===== config.mk =====
export PLATFORM = sky130hd
export DESIGN_NAME = id_operand_stage
export DESIGN_NICKNAME = d
export VERILOG_FILES = /design/src/rtl/id_operand_stage_pkg.sv /design/src/rtl/id_operand_stage_fwd_select.sv /design/src/rtl/id_operand_stage.sv
export SDC_FILE = /design/constraint.sdc
export NUM_CORES = 1
export LEC_CHECK = 0
export BUFFER_PORTS_ARGS = -buffer_cell sky130_fd_sc_hd__buf_2
export CELL_PAD_IN_SITES_DETAIL_PLACEMENT = 0
export CELL_PAD_IN_SITES_GLOBAL_PLACEMENT = 2
export CORE_MARGIN = 3
export CORE_UTILIZATION = 25
export DETAILED_ROUTE_END_ITERATION = 6
export PLACE_DENSITY = 0.84
export SKIP_CTS_REPAIR_TIMING = 1
export SLEW_MARGIN = 20
export SYNTH_ARGS = -nofsm -noshare
export SYNTH_HDL_FRONTEND = slang
export SYNTH_SLANG_ARGS = --single-unit

===== constraint.sdc =====
create_clock -name clk -period 12.03 [get_ports clk]
set_input_delay 1.8045 -clock clk [delete_from_list [all_inputs] [get_ports clk]]
set_output_delay 1.8045 -clock clk [all_outputs]
set_load 0.1 [all_outputs]

===== src/rtl/id_operand_stage_pkg.sv =====
// Shared definitions for the ID/EX operand stage: FSM encoding, default
// widths, counter limits and forwarding-bus slice offsets.
package id_operand_stage_pkg;

  typedef enum logic [0:0] {
    ST_RUN       = 1'b0,
    ST_INTERLOCK = 1'b1
  } state_t;

  localparam int DEF_DATA_W = 32;
  localparam int DEF_REG_AW = 5;

  localparam int          CNT_W   = 32;
  localparam logic [31:0] CNT_MAX = 32'hFFFF_FFFF;

  // Bit offset of source idx inside a flattened per-source bus of elem_w bits.
  function automatic int fwd_off(input int idx, input int elem_w);
    return idx * elem_w;
  endfunction

endpackage


===== src/rtl/id_operand_stage_fwd_select.sv =====
// Per-operand bypass selector. The lowest-index (youngest) enabled source
// whose destination matches wins, even when its result is still pending;
// register 0 always reads as zero and never raises a hazard.
module fwd_select
  import id_operand_stage_pkg::*;
#(
  parameter int DATA_W  = DEF_DATA_W,
  parameter int REG_AW  = DEF_REG_AW,
  parameter int NUM_FWD = 3
) (
  input  logic [REG_AW-1:0]         addr,
  input  logic                      used,
  input  logic [DATA_W-1:0]         rf_data,
  input  logic [NUM_FWD-1:0]        fwd_we,
  input  logic [NUM_FWD*REG_AW-1:0] fwd_waddr,
  input  logic [NUM_FWD*DATA_W-1:0] fwd_wdata,
  input  logic [NUM_FWD-1:0]        fwd_pending,
  output logic [DATA_W-1:0]         value,
  output logic                      hazard
);

  logic              hit;
  logic              hit_i;
  logic              pend;
  logic [DATA_W-1:0] sel;

  // Scan oldest to youngest so the youngest matching source is applied last.
  always_comb begin
    hit   = 1'b0;
    hit_i = 1'b0;
    pend  = 1'b0;
    sel   = rf_data;
    for (int i = NUM_FWD - 1; i >= 0; i--) begin
      hit_i = fwd_we[i] && (fwd_waddr[fwd_off(i, REG_AW) +: REG_AW] == addr);
      sel   = hit_i ? fwd_wdata[fwd_off(i, DATA_W) +: DATA_W] : sel;
      pend  = hit_i ? fwd_pending[i] : pend;
      hit   = hit | hit_i;
    end
    if (addr == {REG_AW{1'b0}}) begin
      value  = {DATA_W{1'b0}};
      hazard = 1'b0;
    end else begin
      value  = sel;
      hazard = used & hit & pend;
    end
  end

endmodule


===== src/rtl/id_operand_stage.sv =====
// ID/EX boundary stage: resolves rs/rt through the forwarding buses, raises
// a load-use interlock, and owns the ID/EX register (hold, bubble, flush).
// Optional build macro ID_STALL_CNT_EN adds stall_cycles/bubble_cnt counters.
module id_operand_stage
  import id_operand_stage_pkg::*;
#(
  parameter int DATA_W    = DEF_DATA_W,
  parameter int REG_AW    = DEF_REG_AW,
  parameter int NUM_FWD   = 3,
  parameter int PAYLOAD_W = 64
) (
  input  logic                      clk,
  input  logic                      rst,
  input  logic                      flush,
  input  logic                      ex_stall,
  input  logic                      in_valid,
  input  logic [31:0]               in_pc,
  input  logic [PAYLOAD_W-1:0]      in_payload,
  input  logic [REG_AW-1:0]         in_rs_addr,
  input  logic [REG_AW-1:0]         in_rt_addr,
  input  logic                      in_rs_used,
  input  logic                      in_rt_used,
  input  logic [DATA_W-1:0]         rf_rdata1,
  input  logic [DATA_W-1:0]         rf_rdata2,
  input  logic [NUM_FWD-1:0]        fwd_we,
  input  logic [NUM_FWD*REG_AW-1:0] fwd_waddr,
  input  logic [NUM_FWD*DATA_W-1:0] fwd_wdata,
  input  logic [NUM_FWD-1:0]        fwd_pending,
  output logic                      in_ready,
  output logic                      stallreq,
  output logic                      interlock,
  output logic                      out_valid,
  output logic [31:0]               out_pc,
  output logic [PAYLOAD_W-1:0]      out_payload,
  output logic [DATA_W-1:0]         out_rs_val,
  output logic [DATA_W-1:0]         out_rt_val
`ifdef ID_STALL_CNT_EN
  ,
  output logic [CNT_W-1:0]          stall_cycles,
  output logic [CNT_W-1:0]          bubble_cnt
`endif
);

  logic [DATA_W-1:0] rs_val;
  logic [DATA_W-1:0] rt_val;
  logic              rs_hazard;
  logic              rt_hazard;
  logic              hazard;
  state_t            state;
  state_t            state_nxt;

  fwd_select #(.DATA_W(DATA_W), .REG_AW(REG_AW), .NUM_FWD(NUM_FWD)) u_rs_sel (
    .addr        (in_rs_addr),
    .used        (in_rs_used),
    .rf_data     (rf_rdata1),
    .fwd_we      (fwd_we),
    .fwd_waddr   (fwd_waddr),
    .fwd_wdata   (fwd_wdata),
    .fwd_pending (fwd_pending),
    .value       (rs_val),
    .hazard      (rs_hazard)
  );

  fwd_select #(.DATA_W(DATA_W), .REG_AW(REG_AW), .NUM_FWD(NUM_FWD)) u_rt_sel (
    .addr        (in_rt_addr),
    .used        (in_rt_used),
    .rf_data     (rf_rdata2),
    .fwd_we      (fwd_we),
    .fwd_waddr   (fwd_waddr),
    .fwd_wdata   (fwd_wdata),
    .fwd_pending (fwd_pending),
    .value       (rt_val),
    .hazard      (rt_hazard)
  );

  assign hazard    = in_valid & (rs_hazard | rt_hazard);
  assign stallreq  = hazard & ~flush;
  assign in_ready  = ~ex_stall & ~hazard;
  assign interlock = (state == ST_INTERLOCK);

  // Interlock FSM state register.
  always_ff @(posedge clk or posedge rst) begin
    if (rst) begin
      state <= ST_RUN;
    end else begin
      state <= state_nxt;
    end
  end

  // Interlock FSM next state: flush always returns to RUN, ex_stall freezes INTERLOCK.
  always_comb begin
    state_nxt = state;
    case (state)
      ST_RUN: begin
        if (hazard && !flush && !ex_stall) begin
          state_nxt = ST_INTERLOCK;
        end else begin
          state_nxt = ST_RUN;
        end
      end
      ST_INTERLOCK: begin
        if (flush) begin
          state_nxt = ST_RUN;
        end else if (ex_stall) begin
          state_nxt = ST_INTERLOCK;
        end else if (!hazard) begin
          state_nxt = ST_RUN;
        end else begin
          state_nxt = ST_INTERLOCK;
        end
      end
      default: state_nxt = ST_RUN;
    endcase
  end

  // ID/EX register: flush, then hold, then hazard bubble, then capture.
  always_ff @(posedge clk or posedge rst) begin
    if (rst) begin
      out_valid   <= 1'b0;
      out_pc      <= 32'h0000_0000;
      out_payload <= {PAYLOAD_W{1'b0}};
      out_rs_val  <= {DATA_W{1'b0}};
      out_rt_val  <= {DATA_W{1'b0}};
    end else if (flush || (!ex_stall && (hazard || !in_valid))) begin
      out_valid   <= 1'b0;
      out_pc      <= 32'h0000_0000;
      out_payload <= {PAYLOAD_W{1'b0}};
      out_rs_val  <= {DATA_W{1'b0}};
      out_rt_val  <= {DATA_W{1'b0}};
    end else if (!ex_stall) begin
      out_valid   <= 1'b1;
      out_pc      <= in_pc;
      out_payload <= in_payload;
      out_rs_val  <= rs_val;
      out_rt_val  <= rt_val;
    end else begin
      out_valid   <= out_valid;
      out_pc      <= out_pc;
      out_payload <= out_payload;
      out_rs_val  <= out_rs_val;
      out_rt_val  <= out_rt_val;
    end
  end

`ifdef ID_STALL_CNT_EN
  logic bubble_evt;
  assign bubble_evt = flush | (~ex_stall & hazard);

  // Saturating count of cycles spent in INTERLOCK.
  always_ff @(posedge clk or posedge rst) begin
    if (rst) begin
      stall_cycles <= {CNT_W{1'b0}};
    end else if ((state == ST_INTERLOCK) && (stall_cycles != CNT_MAX)) begin
      stall_cycles <= stall_cycles + 32'd1;
    end else begin
      stall_cycles <= stall_cycles;
    end
  end

  // Saturating count of bubbles inserted by flush or load-use hazard.
  always_ff @(posedge clk or posedge rst) begin
    if (rst) begin
      bubble_cnt <= {CNT_W{1'b0}};
    end else if (bubble_evt && (bubble_cnt != CNT_MAX)) begin
      bubble_cnt <= bubble_cnt + 32'd1;
    end else begin
      bubble_cnt <= bubble_cnt;
    end
  end
`else
  // Counter build option disabled: no counter ports or state.
`endif

endmodule


==> impl_results.md, run 1 <==
* CTS sink cnt at 162
* Number of buffers added on ports at 457
* Synthesized cell area at 0.00787 mm^2
* Nets@finish at 1528
* Met3 GRT Util at 5.42%
* Actual slew at the worst max-slew pin at 1.05 ns
* Yosys Warn Count at 0
* Area of the multi-input gates at 0.00358 mm^2
* Worst R2R Path Depth at 1
* H-tree levels at 4
* Root buf cell: clkbuf_16
* Fin crit share at 52.8%
* I/O Pins at 458
* Syn Area/Cell at 9.61 um^2
* M2 GR Usage at 33.6%
* Die Y at 183 um
* Remaining Overflow, GRT at 0
* Largest net degree at the start of global routing at 100
* Hold worst-path end: out_rs_val[30]
* Row count at 64
* Seq/Total Area, Yosys at 51.5%
* Crit-path max FO at 33
* PwrDens at 135 mW/mm^2
* Post-layout util at 36.1%
* CP startpoint kind: primary input
* RR Startpoint: out_pc[16]
* Yosys reg bits at 162
* Top area cells in the synthesized netlist: dfrtp_1 52%, a22o_1 11%, nand2_1 6.3%, a21oi_1 4.3%, mux2i_1 4.1%
* Period minus WS final at 6.36 ns
* Fin. Hold Viols at 0
* Setup Skew at 0 ns
* Wire per inst at 20.0 um
* GP Congestion at 0.915
* F_max at 157 MHz
* WS Path Type: primary input to primary output
* Final Max Slew Viols at 0
* Fraction of layout cells with a size suffix above 1 at 40.8%
* Outcome: complete, no violations
* Slew HR at 29.5%
* WP data required at 10.23 ns
* Area leader, netlist: dfrtp_1
* Hold crit path type: register to register
* First-pass GRT wire length at 49300 um
* CTS tree: built
* Worst Setup End Kind: primary output
* Die width at 183 um
* Post-synth top area share at 51.5%
* Routed Wire Length at 32900 um
* PnR Total Power at 0.00150 W
* CTS buffer count at 17
* CP Data Arrival Time at 4.55 ns
* Worst reg2reg endpoint: out_pc[16]
* Fin Setup TNS at 0 ns
* Drt pass-1 iters at 7
* Peak supply drop at 0.0889 mV
* HPWL after detailed placement at 24500 um
* Worst-skew pair later-pin latency at 0.43 ns
* Worst-path clk slew at 0.07 ns
* Most common cell after layout, fill and taps aside: buf_2
* GRT Overall Usage at 18.9%
* Reg-to-reg setup timing slack at 11.29 ns
* Setup-failing EPs final at 0
* Vias per cell at 4.89
* Hold path startpoint: out_rs_val[30]
* Die ar. at 0.0336 mm^2
* Net count after synthesis at 1113
* Core footprint at 0.0308 mm^2
* Vias in the first global route at 8259
* Pleak at 5.78 nW
* Met1 Use GR at 22.5%
* Post-synth cell types at 35
* Seq. cell area at 0.00405 mm^2
* Max-Cap Viols at 0
* RSZ-0062 raised after global routing: false
* DRC at 0
* CTS Buffer Depth at 2
* Mapped Cells at 819
* Worst hold stages at 2
* Initial DRC count at 412
* Detail Route Antenna Nets at 0
* Area grow syn2layout at 41.3%
* Antenna violations before repair at 5
* Busiest grt layer: met2
* DR vias at 8043
* Initial Utilization at 25.5%
* FILL cells at 3255
* Most frequent cells in the layout: 457 x buf_2, 162 x dfrtp_1, 133 x nand2_1
-- routing by layer --
metal | wire, um | share of wire, %
met2 | 16600 | 51
met1 | 13000 | 40
met3 | 2570 | 7.8
met4 | 651 | 2.0
met5 | 34 | 0.10
-- how the worst max path moves through the flow --
stage               slack (ns)        to          start  cells past startpoint
floorplan                 4.83  stallreq  in_rt_addr[0]                      6
global placement          5.66  in_ready  in_rt_addr[1]                     10
detailed placement        5.59  stallreq  in_rt_addr[1]                      9
CTS                       5.58  stallreq  in_rt_addr[1]                      9
global route              5.40  in_ready  in_rt_addr[1]                     10
finish                    5.67  stallreq  in_rt_addr[1]                      9
-- Yosys cell counts (all sizes together) --
cell type,instances
a2111oi,1
a211oi,32
a21o,1
a21oi,67
a221oi,1
a22o,96
a22oi,1
a311o,2
a31oi,32
and2,1
and3,1
and4,2
buf,10
clkbuf,62
dfrtp,162
inv,3
mux2i,32
nand2,133
nand3,1
nand4,4
nor2,35
nor2b,2
nor3,4
nor3b,1
nor4,1
o2111ai,1
o21ai,98
or2,1
or3b,2
or4,1
xnor2,15
xor2,14
-- stage by stage --
step	worst slack [ns]	area (um^2)	std cells	hold slack, ns
floorplan	4.83	7870	819	0.963
global placement	5.66	10500	1611	0.457
detailed placement	5.59	10500	1611	0.470
CTS	5.58	11100	1643	0.484
global route	5.40	11100	1644	0.498
finish	5.67	11100	1645	0.480
-- flip-flops by register name (all words and copies together), names as in the netlist --
register	count
out_rs_val	32
out_payload	64
out_pc	32
out_rt_val	32
out_valid	1
interlock	1
-- critical path, stage by stage --
cell and delay [ns]:
buf_2 0.14, xnor2_1 0.16, o2111ai_1 0.20, a2111oi_4 0.36
buf_4 0.56, a311o_1 0.34, a22oi_1 0.24, nor3b_1 0.25
buf_2 0.48
-- power by group --
part           leakage (nW)  total, W  switching (W)  internal [W]
logic                  3.28  0.000368       0.000279     0.0000882
clock network         0.287  0.000558       0.000261      0.000297
registers              2.21  0.000579      0.0000119      0.000567
total                  5.78   0.00150       0.000552      0.000952
-- logic make-up after synthesis --
family,count (synthesis),synth area share [%]
compound gates,332,27.7
simple gates,189,9.76
flops,162,51.5
buf+inv,75,3.72
mux,32,4.07
xor+xnor,29,3.23
-- final cells by class --
cell class	count	area share (%)
sequential	162	36.5
multi-input combinational	582	32.2
timing repair buffer	468	21.4
tap	396	4.46
clock buffer	18	3.86
clock inverter	14	1.49
inverter	3	0.146
antenna	2	0.0450
(Power assumes the default switching activity.)
==> run 2: changes to the inputs <==
--- a/config.mk
+++ b/config.mk
@@ -5,13 +5,14 @@
 export SDC_FILE = /design/constraint.sdc
 export NUM_CORES = 1
 export LEC_CHECK = 0
+export ABC_AREA = 1
 export BUFFER_PORTS_ARGS = -buffer_cell sky130_fd_sc_hd__buf_2
 export CELL_PAD_IN_SITES_DETAIL_PLACEMENT = 0
 export CELL_PAD_IN_SITES_GLOBAL_PLACEMENT = 2
 export CORE_MARGIN = 3
-export CORE_UTILIZATION = 25
+export CORE_UTILIZATION = 21
 export DETAILED_ROUTE_END_ITERATION = 6
-export PLACE_DENSITY = 0.84
+export PLACE_DENSITY = 0.77
 export SKIP_CTS_REPAIR_TIMING = 1
 export SLEW_MARGIN = 20
 export SYNTH_ARGS = -nofsm -noshare
==> constraint.sdc (replaced) <==
create_clock -name clk -period 5.6 [get_ports clk]
set_input_delay 0.84 -clock clk [delete_from_list [all_inputs] [get_ports clk]]
set_output_delay 0.84 -clock clk [all_outputs]
set_load 0.1 [all_outputs]
==> impl_results.md, run 2 <==
* Outcome: complete, no violations
* Top-count cell post-synth: nand2_1
* DR vias at 11.1k
* Post-layout util at 28.8%
* F_max at 249 MHz
* Fraction of layout cells with a size suffix above 1 at 29.4%
* Peak supply drop at 0.180 mV
* GP Congestion at 0.855
* WP data required at 4.76 ns
* Worst-path clk slew at 0.08 ns
* H-tree levels at 4
* Nets@finish at 2176
* Actual slew at the worst max-slew pin at 0.935 ns
* Number of buffers added on ports at 457
* Pleak at 8.03 nW
* RSZ-0062 raised after global routing: false
* CTS Buffer Depth at 2
* Detail Route Antenna Nets at 0
* Final Max Slew Viols at 0
* Crit-path max FO at 33
* Remaining Overflow, GRT at 0
* Reg with most FFs: out_payload
* Area of the multi-input gates at 0.00471 mm^2
* Wire per inst at 18.3 um
* Vias per cell at 4.42
* Most frequent cells in the layout: 529 x nand2_1, 457 x buf_2, 209 x nand3_1
* Hold crit path type: primary input to async pin
* Placed insts at 2463
* Syn Area/Cell at 6.58 um^2
* DRC at 0
* Routed Wire Length at 45800 um
* Net count after synthesis at 1781
* Max reg flops at 64
* Setup Skew at 0 ns
* Top post-synthesis cells by count: 531 x nand2_1, 213 x nand3_1, 162 x dfrtp_1
* Top sig layer: met5
* Drt pass-1 iters at 5
* Worst-skew pair later-pin latency at 0.43 ns
* PwrDens at 249 mW/mm^2
* CTS tree: built
* Worst Setup End Kind: primary output
* Area leader, netlist: dfrtp_1
* First-pass GRT wire length at 69600 um
* Crit path launch: in_rs_addr[4]
* Most common cell after layout, fill and taps aside: nand2_1
* Fin. Hold Viols at 0
* Finished Layout Cells at 2503
* Seq/Total Area, Yosys at 41.5%
* Met3 Wirelength at 2420 um
* Placement Setup Slack at 1.53 ns
* WL met2 at 22600 um
* Mapped Cells at 1487
* Vias in the first global route at 11.3k
* Period minus WS final at 4.02 ns
* RR Startpoint: interlock
* Post-synth cell types at 25
* HPWL after detailed placement at 33100 um
* Initial Utilization at 21.4%
* CTS sink cnt at 162
* Max-Cap Viols at 0
* Seq. cell area at 0.00405 mm^2
* Setup-failing EPs final at 0
* CP Data Arrival Time at 3.18 ns
* Root buf cell: clkbuf_16
* I/O Pins at 458
* Top area cells in the synthesized netlist: dfrtp_1 41%, nand2_1 20%, nand3_1 11%, inv_1 5.8%, nor2_1 5.7%
* Die ar. at 0.0492 mm^2
* Synthesized cell area at 0.00978 mm^2
* Post-synth EDFFs at 0
* Initial DRC count at 603
* Setup ws final at 1.58 ns
* FILL cells at 5147
* Yosys Warn Count at 0
* Fin Setup TNS at 0 ns
* Die width at 222 um
* Core footprint at 0.0457 mm^2
* Ys async rst share at 100%
* Antenna violations before repair at 8
* Area grow syn2layout at 34.3%
* Post-synth top area share at 41.5%
* WS Path Type: primary input to primary output
* Die Y at 222 um
* CTS buffer count at 17
* Post-synth top flop: dfrtp_1
* Metal-1 WL at 20000 um
* Yosys reg bits at 162
* CP startpoint kind: primary input
* Largest net degree at the start of global routing at 162
* Fin crit share at 71.7%
* GRT Overall Usage at 18.2%
* Row count at 78
* Slew HR at 37.7%
[run 2: final timing paths]
kind | endpoint | slack (ns) | depth (start not counted)
worst min register to register | out_payload[3] | 0.47 | 2
max in group asynchronous | out_payload[18] | 3.93 | 3
worst max register to register | interlock | 4.91 | 2
worst max-delay path | stallreq | 1.58 | 15
worst min-delay path | out_payload[42] | 0.42 | 2
min in group clk | out_payload[3] | 0.47 | 2
[run 2: final cells by class]
cell class / instances / share of cell area (%)
flip-flops and latches: 162 / 30.9
clock buffers: 18 / 3.34
inverters: 164 / 4.76
diodes: 8 / 0.152
well taps: 600 / 5.71
repair buffers: 471 / 18.4
clock inverters: 14 / 0.914
multi-input cells: 1066 / 35.8
[run 2: kinds of logic (layout without fill, tap and decap cells)]
| logic type | Yosys count | count (layout) | synth area share [%] |
|---|---|---|---|
| DFF | 162 | 162 | 41.5 |
| other | 0 | 8 | 0 |
| buffers and inverters | 259 | 667 | 11.0 |
| AOI/OAI and AO/OA | 139 | 139 | 7.26 |
| and+or+nand+nor | 927 | 927 | 40.3 |
[run 2: critical path: stages]
cell	delay (ns)
buf_2	0.13
inv_2	0.05
nand2_1	0.05
nand2_1	0.07
nor2_1	0.21
nand2_1	0.14
nor2_4	0.09
buf_4	0.43
nand3_1	0.13
nand2_1	0.13
nand2_1	0.07
nand2_2	0.16
nand2_1	0.12
nor2_1	0.10
buf_2	0.43
[run 2: stage by stage]
stage | instance area, um^2 | power [W] | hold WS, ns
2_1_floorplan | 9780 | 0.00188 | 0.964
4_1_cts | 13100 | 0.00333 | 0.415
6_report | 13100 | 0.00327 | 0.422
3_3_place_gp | 12600 | 0.00216 | 0.456
5_1_grt | 13100 | 0.00344 | 0.422
3_5_place_dp | 12600 | 0.00217 | 0.460
[run 2: report_power, final]
group / switching (W) / internal, W / total [W]
combinational: 0.000692 / 0.000196 / 0.000888
clock: 0.000549 / 0.000592 / 0.00114
sequential: 0.0000273 / 0.00122 / 0.00125
total: 0.00127 / 0.00201 / 0.00327
[run 2: per-layer routing]
metal / global-route usage, % / vias to the layer above
met5: 0 / -
met4: 4.99 / 2
met3: 4.18 / 40
met2: 31.1 / 360
met1: 22.9 / 5240
li1: - / 5417
==> run 3: changes to the inputs <==
--- a/config.mk
+++ b/config.mk
@@ -10,9 +10,9 @@
 export CELL_PAD_IN_SITES_DETAIL_PLACEMENT = 0
 export CELL_PAD_IN_SITES_GLOBAL_PLACEMENT = 2
 export CORE_MARGIN = 3
-export CORE_UTILIZATION = 21
+export CORE_UTILIZATION = 24
 export DETAILED_ROUTE_END_ITERATION = 6
-export PLACE_DENSITY = 0.77
+export PLACE_DENSITY = 0.83
 export SKIP_CTS_REPAIR_TIMING = 1
 export SLEW_MARGIN = 20
 export SYNTH_ARGS = -nofsm -noshare
==> constraint.sdc (replaced) <==
create_clock -name clk -period 3.9 [get_ports clk]
set_input_delay 0.585 -clock clk [delete_from_list [all_inputs] [get_ports clk]]
set_output_delay 0.585 -clock clk [all_outputs]
set_load 0.1 [all_outputs]
==> impl_results.md, run 3 (same netlist as run 2, synthesis figures left out) <==
* Outcome: complete, no violations
* Antenna violations before repair at 11
* Nets@finish at 2184
* First-pass GRT wire length at 68000 um
* Hold crit path type: primary input to register
* Largest net degree at the start of global routing at 163
* Reg-to-reg setup timing slack at 3.19 ns
* Hold worst-path end: out_payload[57]
* Drt pass-1 iters at 5
* CP startpoint kind: primary input
* Period minus WS final at 3.07 ns
* WP data required at 3.31 ns
* GP Congestion at 0.891
* Reg with most FFs: out_payload
* Area grow syn2layout at 34.6%
* Most common cell after layout, fill and taps aside: nand2_1
* Vias in the first global route at 11.4k
* Crit path max-delay family: simple AND/OR/NAND/NOR gates
* Slowest CP cell: nand3_4
* Initial DRC count at 614
* Detail Route Antenna Nets at 0
* Design Area, Final at 0.0132 mm^2
* CTS Buffer Depth at 2
* Remaining Overflow, GRT at 0
* Pleak at 8.08 nW
* DR vias at 11.1k
* CTS buffer count at 17
* Wire per inst at 18.1 um
* Number of buffers added on ports at 457
* Actual slew at the worst max-slew pin at 1.04 ns
* PwrDens at 358 mW/mm^2
* Post-layout util at 32.9%
* Die ar. at 0.0432 mm^2
* HPWL after detailed placement at 31900 um
* Worst path most repeated cell: nand2_1
* Worst path max stage delay at 0.30 ns
* Vias per cell at 4.56
* DRC at 0
* Setup Skew at 0 ns
* CP Buf/Inv Count at 3
* Final Max Slew Viols at 0
* Worst hold stages at 3
* CP Data Arrival Time at 2.49 ns
* WS Path Type: primary input to primary output
* Most frequent cells in the layout: 529 x nand2_1, 455 x buf_2, 209 x nand3_1
* CTS tree: built
* Initial Utilization at 24.4%
* Fraction of layout cells with a size suffix above 1 at 29.6%
* RR Startpoint: interlock
* Die width at 208 um
* Placed inst area at 0.0126 mm^2
* Peak supply drop at 0.267 mV
* Die Y at 208 um
* Worst reg2reg endpoint: interlock
* Worst R2R Path Depth at 2
* FILL cells at 4486
* H-tree levels at 4
* Core footprint at 0.0400 mm^2
* Root buf cell: clkbuf_16
* Fin. Hold Viols at 0
* Crit-path max FO at 25
* Routed Wire Length at 44000 um
* Worst Setup End Kind: primary output
* CP cell instances: buf_2 > inv_1 > nand2_1 > nand2_1 > nor2_1 > nand3_4 > nor2_1 > nor2_1 > nand2_1 > nand2_1 > nand2_2 > nand2_1 > nor2_1 > buf_12
* Fin Setup TNS at 0 ns
* Worst-skew pair later-pin latency at 0.43 ns
* CTS sink cnt at 162
* GRT Overall Usage at 19.9%
* Worst-path clk slew at 0.07 ns
* Slew HR at 30.5%
* Max reg flops at 64
* Row count at 73
* Fin crit share at 78.8%
* RSZ-0062 raised after global routing: false
* F_max at 325 MHz
* Setup-failing EPs final at 0
* Max-Cap Viols at 0
* I/O Pins at 458
* Hold path startpoint: in_payload[57]
-- run 3: cell types whose count changed in the layout (fill, tap and decap cells not counted), moves of 2 or more --
cell      delta
buf_4        +7
buf_12       +4
inv_6        -3
buf_2        -2
clkinv_4     +2
inv_8        +2
-- run 3: tightest hold or removal path, stage by stage --
cell and delay (ns):
buf_2 0.07, nand3_1 0.06, nand2_1 0.05
-- run 3: layout make-up --
| type | instances | area (um^2) | area share (%) |
|---|---|---|---|
| antenna | 9 | 22.5 | 0.171 |
| clock buffer | 19 | 443 | 3.37 |
| clock inverter | 13 | 123 | 0.932 |
| inverter | 164 | 624 | 4.74 |
| multi-input combinational | 1066 | 4710 | 35.8 |
| sequential | 162 | 4050 | 30.8 |
| tap | 525 | 657 | 4.99 |
| timing repair buffer | 479 | 2530 | 19.2 |
-- run 3: worst max-delay path by stage --
stage,startpoint,to,slack [ns],depth (start not counted)
after detailed placement,in_rs_addr[3],stallreq,0.81,14
final,in_rs_addr[3],stallreq,0.83,14
after global routing,in_rs_addr[1],stallreq,0.64,14
after global placement,in_rs_addr[1],stallreq,0.80,14
after CTS,in_rs_addr[3],stallreq,0.80,14
after floorplan,fwd_waddr[4],in_ready,0.57,9
-- run 3: routing by layer --
layer	vias to the layer above	part of all wire (%)	track usage (%)
li1	5439	-	-
met5	-	0.10	0
met4	6	0.94	4.14
met2	356	49	33.8
met3	28	6.6	5.20
met1	5283	44	25.7
-- run 3: power breakdown --
group	internal (W)	switching [W]
combinational	0.000289	0.000985
sequential	0.00175	0.0000395
clock	0.000860	0.000788
total	0.00290	0.00181
-- run 3: stage by stage --
stage               std cells  setup slack, ns  power (W)  hold WS (ns)
floorplan                1487            0.565    0.00270         0.709
global placement         2396            0.804    0.00311         0.457
detailed placement       2396            0.808    0.00311         0.460
CTS                      2428            0.802    0.00479         0.349
global route             2435            0.640    0.00493         0.359
finish                   2437            0.825    0.00471         0.379
